File: config.mk
export PLATFORM = sky130hd
export DESIGN_NAME = gpu_sequencer
export DESIGN_NICKNAME = d
export VERILOG_FILES = /design/src/rtl/gpu_ctrl_pkg.sv /design/src/rtl/sync_fifo.sv /design/src/rtl/gpu_sequencer.sv
export SDC_FILE = /design/constraint.sdc
export NUM_CORES = 1
export LEC_CHECK = 0
export CORE_MARGIN = 2
export CORE_UTILIZATION = 43
export DETAILED_ROUTE_END_ITERATION = 8
export PLACE_DENSITY_LB_ADDON = 0.08
export SKIP_CTS_REPAIR_TIMING = 1
export SLEW_MARGIN = 20
export SYNTH_ARGS = -nofsm -noshare
export SYNTH_HDL_FRONTEND = slang
export SYNTH_SLANG_ARGS = --single-unit
File: constraint.sdc
create_clock -name clk -period 5.14 [get_ports clk]
set_clock_uncertainty 0.15 [all_clocks]
set_input_delay 1.028 -clock clk [delete_from_list [all_inputs] [get_ports clk]]
set_output_delay 1.028 -clock clk [all_outputs]
set_load 0.02 [all_outputs]
File: src/rtl/gpu_ctrl_pkg.sv
// Shared opcode values and FSM state encoding for the GPU instruction sequencer.
package gpu_ctrl_pkg;

  localparam int unsigned OP_WBR = 0;
  localparam int unsigned OP_WSM = 1;
  localparam int unsigned OP_WBM = 2;
  localparam int unsigned OP_DP  = 3;

  typedef enum logic [2:0] {
    ST_IDLE     = 3'd0,
    ST_DECODE   = 3'd1,
    ST_REG_WR   = 3'd2,
    ST_MEM_WAIT = 3'd3,
    ST_MEM_WR   = 3'd4,
    ST_POLY     = 3'd5,
    ST_ERR      = 3'd6
  } state_e;

endpackage

File: src/rtl/sync_fifo.sv
// Single-clock FIFO with head-of-queue read data and full/empty flags.
module sync_fifo #(
  parameter int WIDTH = 8,
  parameter int DEPTH = 4
) (
  input  logic             clk,
  input  logic             reset,
  input  logic             push_i,
  input  logic [WIDTH-1:0] din_i,
  input  logic             pop_i,
  output logic [WIDTH-1:0] dout_o,
  output logic             full_o,
  output logic             empty_o
);

  localparam int AW = (DEPTH > 1) ? $clog2(DEPTH) : 1;

  logic [WIDTH-1:0] mem_q [DEPTH];
  logic [AW-1:0]    wr_ptr_q, wr_ptr_d;
  logic [AW-1:0]    rd_ptr_q, rd_ptr_d;
  logic [AW:0]      count_q, count_d;
  logic             do_push, do_pop;

  assign full_o  = (count_q == (AW + 1)'(DEPTH));
  assign empty_o = (count_q == '0);
  assign dout_o  = mem_q[rd_ptr_q];
  assign do_push = push_i & ~full_o;
  assign do_pop  = pop_i & ~empty_o;

  // DEPTH is a power of two, so natural pointer overflow wraps modulo DEPTH.
  always_comb begin
    wr_ptr_d = wr_ptr_q;
    rd_ptr_d = rd_ptr_q;
    count_d  = count_q;
    if (do_push) wr_ptr_d = wr_ptr_q + AW'(1);
    if (do_pop)  rd_ptr_d = rd_ptr_q + AW'(1);
    case ({do_push, do_pop})
      2'b10:   count_d = count_q + (AW + 1)'(1);
      2'b01:   count_d = count_q - (AW + 1)'(1);
      default: count_d = count_q;
    endcase
  end

  always_ff @(posedge clk) begin
    if (!reset) begin
      wr_ptr_q <= '0;
      rd_ptr_q <= '0;
      count_q  <= '0;
    end else begin
      wr_ptr_q <= wr_ptr_d;
      rd_ptr_q <= rd_ptr_d;
      count_q  <= count_d;
    end
  end

  always_ff @(posedge clk) begin
    if (do_push) mem_q[wr_ptr_q] <= din_i;
  end

endmodule

File: src/rtl/gpu_sequencer.sv
// Queues host opcodes and steps each through decode, register/memory write or polygon wait.
module gpu_sequencer
  import gpu_ctrl_pkg::*;
#(
  parameter int OPCODE_W   = 4,
  parameter int FIELD_W    = 4,
  parameter int FIFO_DEPTH = 4,
  parameter int TIMEOUT    = 255
) (
  input  logic                clk,
  input  logic                reset,
  input  logic [OPCODE_W-1:0] opCode,
  input  logic                instr_valid,
  output logic                instr_ready,
  input  logic                printtingScreen,
  input  logic                done,
  output logic                new_instruction,
  output logic                memory_wr,
  output logic                register_wr,
  output logic                selectorDemuxRegister,
  output logic                selectorDemuxData,
  output logic                selectorAddress,
  output logic [FIELD_W-1:0]  selectField,
  output logic                busy,
  output logic                error,
  output logic [2:0]          dbg_state
);

  localparam int CNT_W = $clog2(TIMEOUT + 1);
  localparam int EXT_W = (OPCODE_W > FIELD_W) ? OPCODE_W : FIELD_W;

  state_e              state_q, state_d;
  logic [OPCODE_W-1:0] op_q, op_d;
  logic [CNT_W-1:0]    cnt_q, cnt_d;
  logic                fifo_full, fifo_empty, fifo_push, fifo_pop;
  logic [OPCODE_W-1:0] fifo_dout;
  logic [EXT_W-1:0]    op_ext;

  // Handshake: an opcode transfers on a rising edge where instr_valid and
  // instr_ready are both high; instr_ready depends only on queue fullness and
  // reset, never on instr_valid, and a refused offer leaves the queue untouched.
  assign instr_ready = reset & ~fifo_full;
  assign fifo_push   = instr_valid & instr_ready;
  assign fifo_pop    = reset & (state_q == ST_IDLE) & ~fifo_empty;
  assign dbg_state   = state_q;

  sync_fifo #(
    .WIDTH (OPCODE_W),
    .DEPTH (FIFO_DEPTH)
  ) u_fifo (
    .clk     (clk),
    .reset   (reset),
    .push_i  (fifo_push),
    .din_i   (opCode),
    .pop_i   (fifo_pop),
    .dout_o  (fifo_dout),
    .full_o  (fifo_full),
    .empty_o (fifo_empty)
  );

  always_comb begin
    state_d = state_q;
    op_d    = op_q;
    cnt_d   = '0;
    case (state_q)
      ST_IDLE: begin
        if (fifo_pop) begin
          op_d    = fifo_dout;
          state_d = ST_DECODE;
        end
      end
      ST_DECODE: begin
        if (op_q == OPCODE_W'(OP_WBR)) begin
          state_d = ST_REG_WR;
        end else if ((op_q == OPCODE_W'(OP_WSM)) || (op_q == OPCODE_W'(OP_WBM))) begin
          state_d = ST_MEM_WAIT;
        end else if (op_q == OPCODE_W'(OP_DP)) begin
          state_d = ST_POLY;
        end else begin
          state_d = ST_ERR;
        end
      end
      ST_REG_WR: state_d = ST_IDLE;
      ST_MEM_WAIT: begin
        if (!printtingScreen) state_d = ST_MEM_WR;
      end
      ST_MEM_WR: state_d = ST_IDLE;
      ST_POLY: begin
        // done wins over a timeout expiring in the same cycle.
        if (done) begin
          state_d = ST_IDLE;
        end else if (cnt_q == CNT_W'(TIMEOUT - 1)) begin
          state_d = ST_ERR;
        end else begin
          cnt_d = cnt_q + CNT_W'(1);
        end
      end
      ST_ERR:  state_d = ST_IDLE;
      default: state_d = ST_IDLE;
    endcase
  end

  always_ff @(posedge clk) begin
    if (!reset) begin
      state_q <= ST_IDLE;
      op_q    <= '0;
      cnt_q   <= '0;
    end else begin
      state_q <= state_d;
      op_q    <= op_d;
      cnt_q   <= cnt_d;
    end
  end

  assign op_ext = EXT_W'(op_q);

  // Outputs are forced low while reset is held so nothing leaks before the first edge.
  always_comb begin
    new_instruction       = fifo_pop;
    memory_wr             = 1'b0;
    register_wr           = 1'b0;
    selectorDemuxRegister = 1'b0;
    selectorDemuxData     = 1'b0;
    selectorAddress       = 1'b0;
    error                 = 1'b0;
    selectField           = '0;
    busy                  = reset & ((state_q != ST_IDLE) | ~fifo_empty);
    if (reset) begin
      if (state_q != ST_IDLE) selectField = op_ext[FIELD_W-1:0];
      case (state_q)
        ST_REG_WR: register_wr = 1'b1;
        ST_MEM_WR: begin
          memory_wr       = 1'b1;
          selectorAddress = (op_q == OPCODE_W'(OP_WBM));
        end
        ST_POLY: begin
          register_wr           = 1'b1;
          selectorDemuxRegister = 1'b1;
          selectorDemuxData     = 1'b1;
        end
        ST_ERR:  error = 1'b1;
        default: ;
      endcase
    end
  end

endmodule

Word-level counts from Yosys, hierarchy flattened
Memories as Yosys holds them, arrays and structs flattened. A register that Yosys moved wholly into a read port is not among the register bits.
Index checks and enable logic that the tools add are counted.
{"block": "word_totals", "register_bits": 18, "mem_bits_ro": 0, "out_inout_bits": 16, "latchBits": 0, "mem_count": 1, "mem_bits_rw": 16}
{"memory": "u_fifo.mem_q", "depth": 4, "width": 4, "rd": 1, "rd_clocked_by_memory_dff": 1, "wr": 1, "line": "sync_fifo.sv:18", "text": "logic [WIDTH-1:0] mem_q [DEPTH];"}
{"block": "op_classes", "n_addsub": 5, "n_mul": 0, "muxes": 23, "shift": 0, "eq_ne": 16, "div_mod_pow": 0, "bitwise_logic": 12, "reduce_logical": 11, "order_cmp": 0}
{"op": "3-bit 2-to-1 mux", "count": 6}
{"op": "3-bit == test (second input constant)", "count": 4}
{"op": "1-bit 2-to-1 mux", "count": 12}
{"op": "3-bit case mux with 4 select lines", "count": 1}
{"op": "8-bit by 1-bit adder with 8-bit output (second input constant)", "count": 1}
{"op": "4-bit by 2-bit == test with 1-bit output (second input constant)", "count": 2}
{"op": "8-bit == test (second input constant)", "count": 1}
{"op": "4-bit 2-to-1 mux", "count": 2}
{"op": "1-bit AND", "count": 7}
{"op": "3-bit by 2-bit == test with 1-bit output (second input constant)", "count": 2}
{"op": "3-bit logical NOT", "count": 2}
{"op": "3-bit case mux with 2 select lines", "count": 1}
{"op": "2-bit by 1-bit adder with 2-bit output (second input constant)", "count": 2}
{"op": "4-bit by 1-bit == test with 1-bit output (second input constant)", "count": 1}
{"op": "4-bit logical NOT", "count": 1}
{"op": "1-bit NOT", "count": 4}
{"op": "4-bit OR reduction", "count": 1}
{"op": "3-bit by 1-bit adder with 3-bit output (second input constant)", "count": 1}
{"op": "3-bit by 1-bit == test with 1-bit output (second input constant)", "count": 1}
{"op": "3-bit inequality test (second input constant)", "count": 1}
{"op": "3-bit AND reduction", "count": 1}
{"op": "3-bit nonzero test", "count": 1}
{"op": "3-bit by 1-bit subtractor with 3-bit output (second input constant)", "count": 1}
{"op": "2-bit by 1-bit == test with 1-bit output (second input constant)", "count": 1}
{"op": "other kinds (10)", "count": 10}

Logic depth before layout (Yosys ltp)
{"block": "depth", "ltp_word": 7, "ltp_mapped": 10}

By module
A second synthesis with hierarchy kept.
{"block": "hier_totals", "cells_unflattened": 173, "area_unflattened_um2": 1888.1}
{"mod": "sync_fifo", "instances": 1, "area_each_um2": 1064.8, "cells_per_inst": 74, "seq_area_each_um2": 660.6}
{"mod": "gpu_sequencer", "instances": 1, "area_each_um2": 823.3, "cells_per_inst": 99, "seq_area_each_um2": 300.3}

Worst setup path after synthesis
No wires, ideal clock.
{"block": "synth_path", "kind": "input to output", "startpoint": "input reset", "endpoint": "output register_wr", "arrival_time_ps": 2079, "cell_stages": 3, "path_buffers": 2, "path_slack_ps": 1883, "path_cell_list": "clkbuf_2 clkdlybuf4s50_2 nor2b_1"}
{"block": "synth_via", "elab_chain_cells": 1}
{"item": "start: declaration", "line": "gpu_sequencer.sv:11", "text": "input logic reset,"}
{"item": "1-bit 2-to-1 mux", "line": "gpu_sequencer.sv:128", "text": "if (reset) begin"}
{"item": "end: declaration", "line": "gpu_sequencer.sv:19", "text": "output logic register_wr,"}
No other way between the ends.

Worst setup path after layout
{"block": "layout_path", "startpoint": "input reset", "endpoint": "output selectorAddress"}
{"block": "layout_via", "elab_chain_cells": 1}
{"item": "1-bit 2-to-1 mux", "line": "gpu_sequencer.sv:128"}
{"item": "end: declaration", "line": "gpu_sequencer.sv:22", "text": "output logic selectorAddress,"}
No other way between the ends.

==> summary.txt <==
Timing
  • Ratio of final minimum period to clock period: 76.0%
  • Endpoints failing hold: 0
  • Number of endpoints failing setup at the final stage: 0
  • Final slew viol count: 0
  • Unrepaired setup endpoints after global routing: no
  • Pin slew with the least headroom to its limit: 505 ps
  • Setup total negative slack: 0 ps
  • Slew HR: 66.3%
  • Clock period minus final worst setup slack: 3910 ps
  • Maximum clock frequency: 256 MHz

Power
  • Total power: 857 µW
  • Reported leakage power: 0.000785 µW
  • Part of the power in the clock network: 22.0%
  • P per Cell Area: 400 mW/mm²
  • Combinational group share of total power: 29.6%
  • Internal cell power: 578 µW
  • IR drop worst, VDD: 0.206 mV
  • Portion of total power attributed to sequential cells: 48.4%
  • Switching share of total power: 32.5%
  • Switching power of the nets: 278 µW

Drt
  • Via total after detailed routing: 1235
  • Detailed-routing iteration count for the pre-antenna-repair pass: 6
  • Total Routed Length: 3.32 mm
  • DRC marker count from the first detailed-route iteration: 101
  • WL per Instance: 14.0 µm
  • Via density per instance: 5.19
  • Antenna violation net count after detailed routing: 0
  • Remaining DRCs: 0

Run status
  • Status: completed

CTS
  • Number of buffers on the longest clock path: 2
  • Clk slew on worst S/H paths: 70 ps
  • # H-tree levels: 2
  • Insertion delay of the later-clocked pin in the worst-skew pair: 280 ps
  • Clock root buffer: clkbuf_8
  • CTS tree: yes
  • Total clock buffers created by CTS: 5
  • # clock sinks: 38

Setup path
  • Worst path top cell family by delay: buffers and inverters
  • Crit path buffers/inverters: 3
  • Cell seen most often among critical-path stages: clkdlybuf4s50_1
  • Category of the worst setup path launch point: input port
  • Start-to-end type of the worst setup path: in -> out
  • Highest fanout seen on the critical path: 24
  • R2R depth: 8
  • Required time at the worst-slack endpoint: 3960 ps
  • Type of element capturing the critical path: primary output
  • Cell breakdown of the critical path: clkdlybuf4s50_1 > buf_4 > nand2_1 > nor4_1 > clkdlybuf4s50_1
  • Data arrival time at the worst-slack endpoint: 2730 ps
  • Depth of the critical timing path with buffers and inverters included: 5
  • Largest stage delay, worst path: 660 ps
  • Cell with the largest stage delay on the worst path: clkdlybuf4s50_1

Die
  • Chip height: 69.0 µm
  • Number of top-level pins: 25
  • Num rows: 23
  • Core Area: 0.00403 mm²
  • Horizontal die dimension: 69.0 µm
  • Initial cell density of the core: 45.1%
  • Area of the die: 0.00476 mm²

GRT
  • GR Layer Usage met2: 29.1%
  • Initial antenna violation count: 0
  • Wire length of the first global-routing pass: 5.38 mm
  • Most Used Layer, Global Route: met2
  • Overall global routing resource usage: 15.7%
  • Met1 usage: 17.2%
  • Pin count of the biggest net entering global routing: 25
  • Via count of the first global-routing pass: 1232
  • Leftover overflow at the end of global routing: 0
  • Met3 track utilization from global routing: 3.41%

Worst hold path
  • HP Class: reg -> reg
  • Number of stages on the worst hold path: 2

Layout
  • Share of cells above drive strength 1: 12.8%
  • Multi-input combinational cell area: 797 µm²
  • Number of fill cells: 368
  • Final Instance Count excl. Fillers: 238
  • Antenna diode instance count: 0
  • Most frequent standard cell in the layout excluding fill and tap cells: clkdlybuf4s50_1
  • Top library cells by usage in the layout, fill and taps aside: 24 x clkdlybuf4s50_1, 22 x dfxtp_1, 21 x nand2_1
  • Area taken by flip-flops and latches: 921 µm²
  • Area growth, synth to finish: 17.8%
  • Final net count: 204
  • Final instance area: 0.00214 mm²

Synth
  • Post-synthesis net count: 180
  • Main synth FF type: dfxtp_1
  • #FFs+latches synth: 38
  • Cells after synthesis: 163
  • Average size of a mapped cell: 11.1 µm²
  • Total number of yosys warnings: 0
  • Share of synthesized area occupied by flip-flops and latches: 50.7%
  • Number of distinct library cell variants in the gate-level netlist after synthesis: 43
  • Post-synth design cell area: 0.00182 mm²
  • EDFF count, synth: 16
  • Fraction of synthesis flops using an asynchronous set or reset pin: 0%

Placed design
  • DP Wirelength: 2.47 mm
  • Instance count after placement with tap cells included: 230
  • Weighted congestion reported at the end of routability-driven placement: 0.831
  • Post-place instance area: 0.00206 mm²
  • Number of buffers added on ports: 24

Run
  • Reported max-cap violation count: 0
-- final timing paths --
| check | start | to | slack, ps |
|---|---|---|---|
| worst max-delay path | reset | selectorAddress | 1230 |
| worst min-delay path | op_ext[2] | op_ext[2] | 330 |
| worst max register to register | dbg_state[0] | u_fifo.count_q[2] | 2260 |
| worst min register to register | op_ext[2] | op_ext[2] | 330 |
-- final cells by class --
| class | count | area share, % |
|---|---|---|
| Clock buffer | 6 | 3.39 |
| Tap cell | 50 | 2.92 |
| Inverter | 8 | 1.40 |
| Timing Repair Buffer | 25 | 11.6 |
| Multi-Input combinational cell | 109 | 37.3 |
| Sequential cell | 38 | 43.0 |
| Clock inverter | 2 | 0.409 |
-- cells by family after synthesis --
group | synth area share (%)
AO/OA/AOI/OAI | 8.06
XOR/XNOR | 4.34
buffers and inverters | 5.38
AND/OR/NAND/NOR | 19.5
adder cells (fa/ha/maj) | 5.93
flip-flops | 50.7
multiplexers | 6.07
-- per-layer routing --
layer	wire [µm]	up-vias
li1	-	622
met3	146	4
met4	33	0
met5	0	-
met2	1680	24
met1	1460	585
-- power groups by stage --
stage / clock [µW] / sequential [µW] / combinational (µW)
after global placement: 0 / 419 / 245
after detailed placement: 0 / 422 / 256
after CTS: 196 / 415 / 258
final: 188 / 414 / 254
after global routing: 207 / 423 / 281
after floorplan: 0 / 398 / 207
-- tightest hold or removal path: cells and delay by family (launching register included) --
| kind | cells | cell delay (ps) |
|---|---|---|
| AO/OA/AOI/OAI | 1 | 60 |
| flip-flops | 1 | 320 |
| AND/OR/NAND/NOR | 1 | 50 |
-- sequential cells by signal (all words and copies together) (netlist names) --
signal and flops:
u_fifo.count_q 3, u_fifo.mem_q 16, op_ext 4, u_fifo.wr_ptr_q 2
u_fifo.rd_ptr_q 2, cnt_q 8, dbg_state 3
-- stage by stage --
| step | setup slack (ps) | util, % | hold slack [ps] |
|---|---|---|---|
| 5_1_grt | 1060 | 53.1 | 348 |
| 3_3_place_gp | 1240 | 51.1 | 316 |
| 6_report | 1230 | 53.1 | 331 |
| 2_1_floorplan | 1880 | - | 294 |
| 4_1_cts | 1230 | 53.1 | 337 |
| 3_5_place_dp | 1220 | 51.1 | 326 |
-- synthesized netlist by cell type (all sizes together), types with 2 or more instances --
library cell	count	area, µm²
a21boi	2	15.0
a21oi	3	15.0
and2	7	43.8
and2b	2	17.5
and3	6	42.5
buf	3	30.0
clkbuf	4	26.3
dfxtp	22	440
edfxtp	16	480
ha	7	87.6
inv	8	30.0
mux2i	2	20.0
mux4	4	90.1
nand2	22	90.1
nand3	4	20.0
nand4	3	18.8
nor2	11	43.8
nor2b	2	12.5
nor3b	2	15.0
o21ai	9	45.0
or3	2	17.5
xnor2	2	17.5
xor2	7	61.3
No activity file was read; power rests on OpenSTA's default activity.
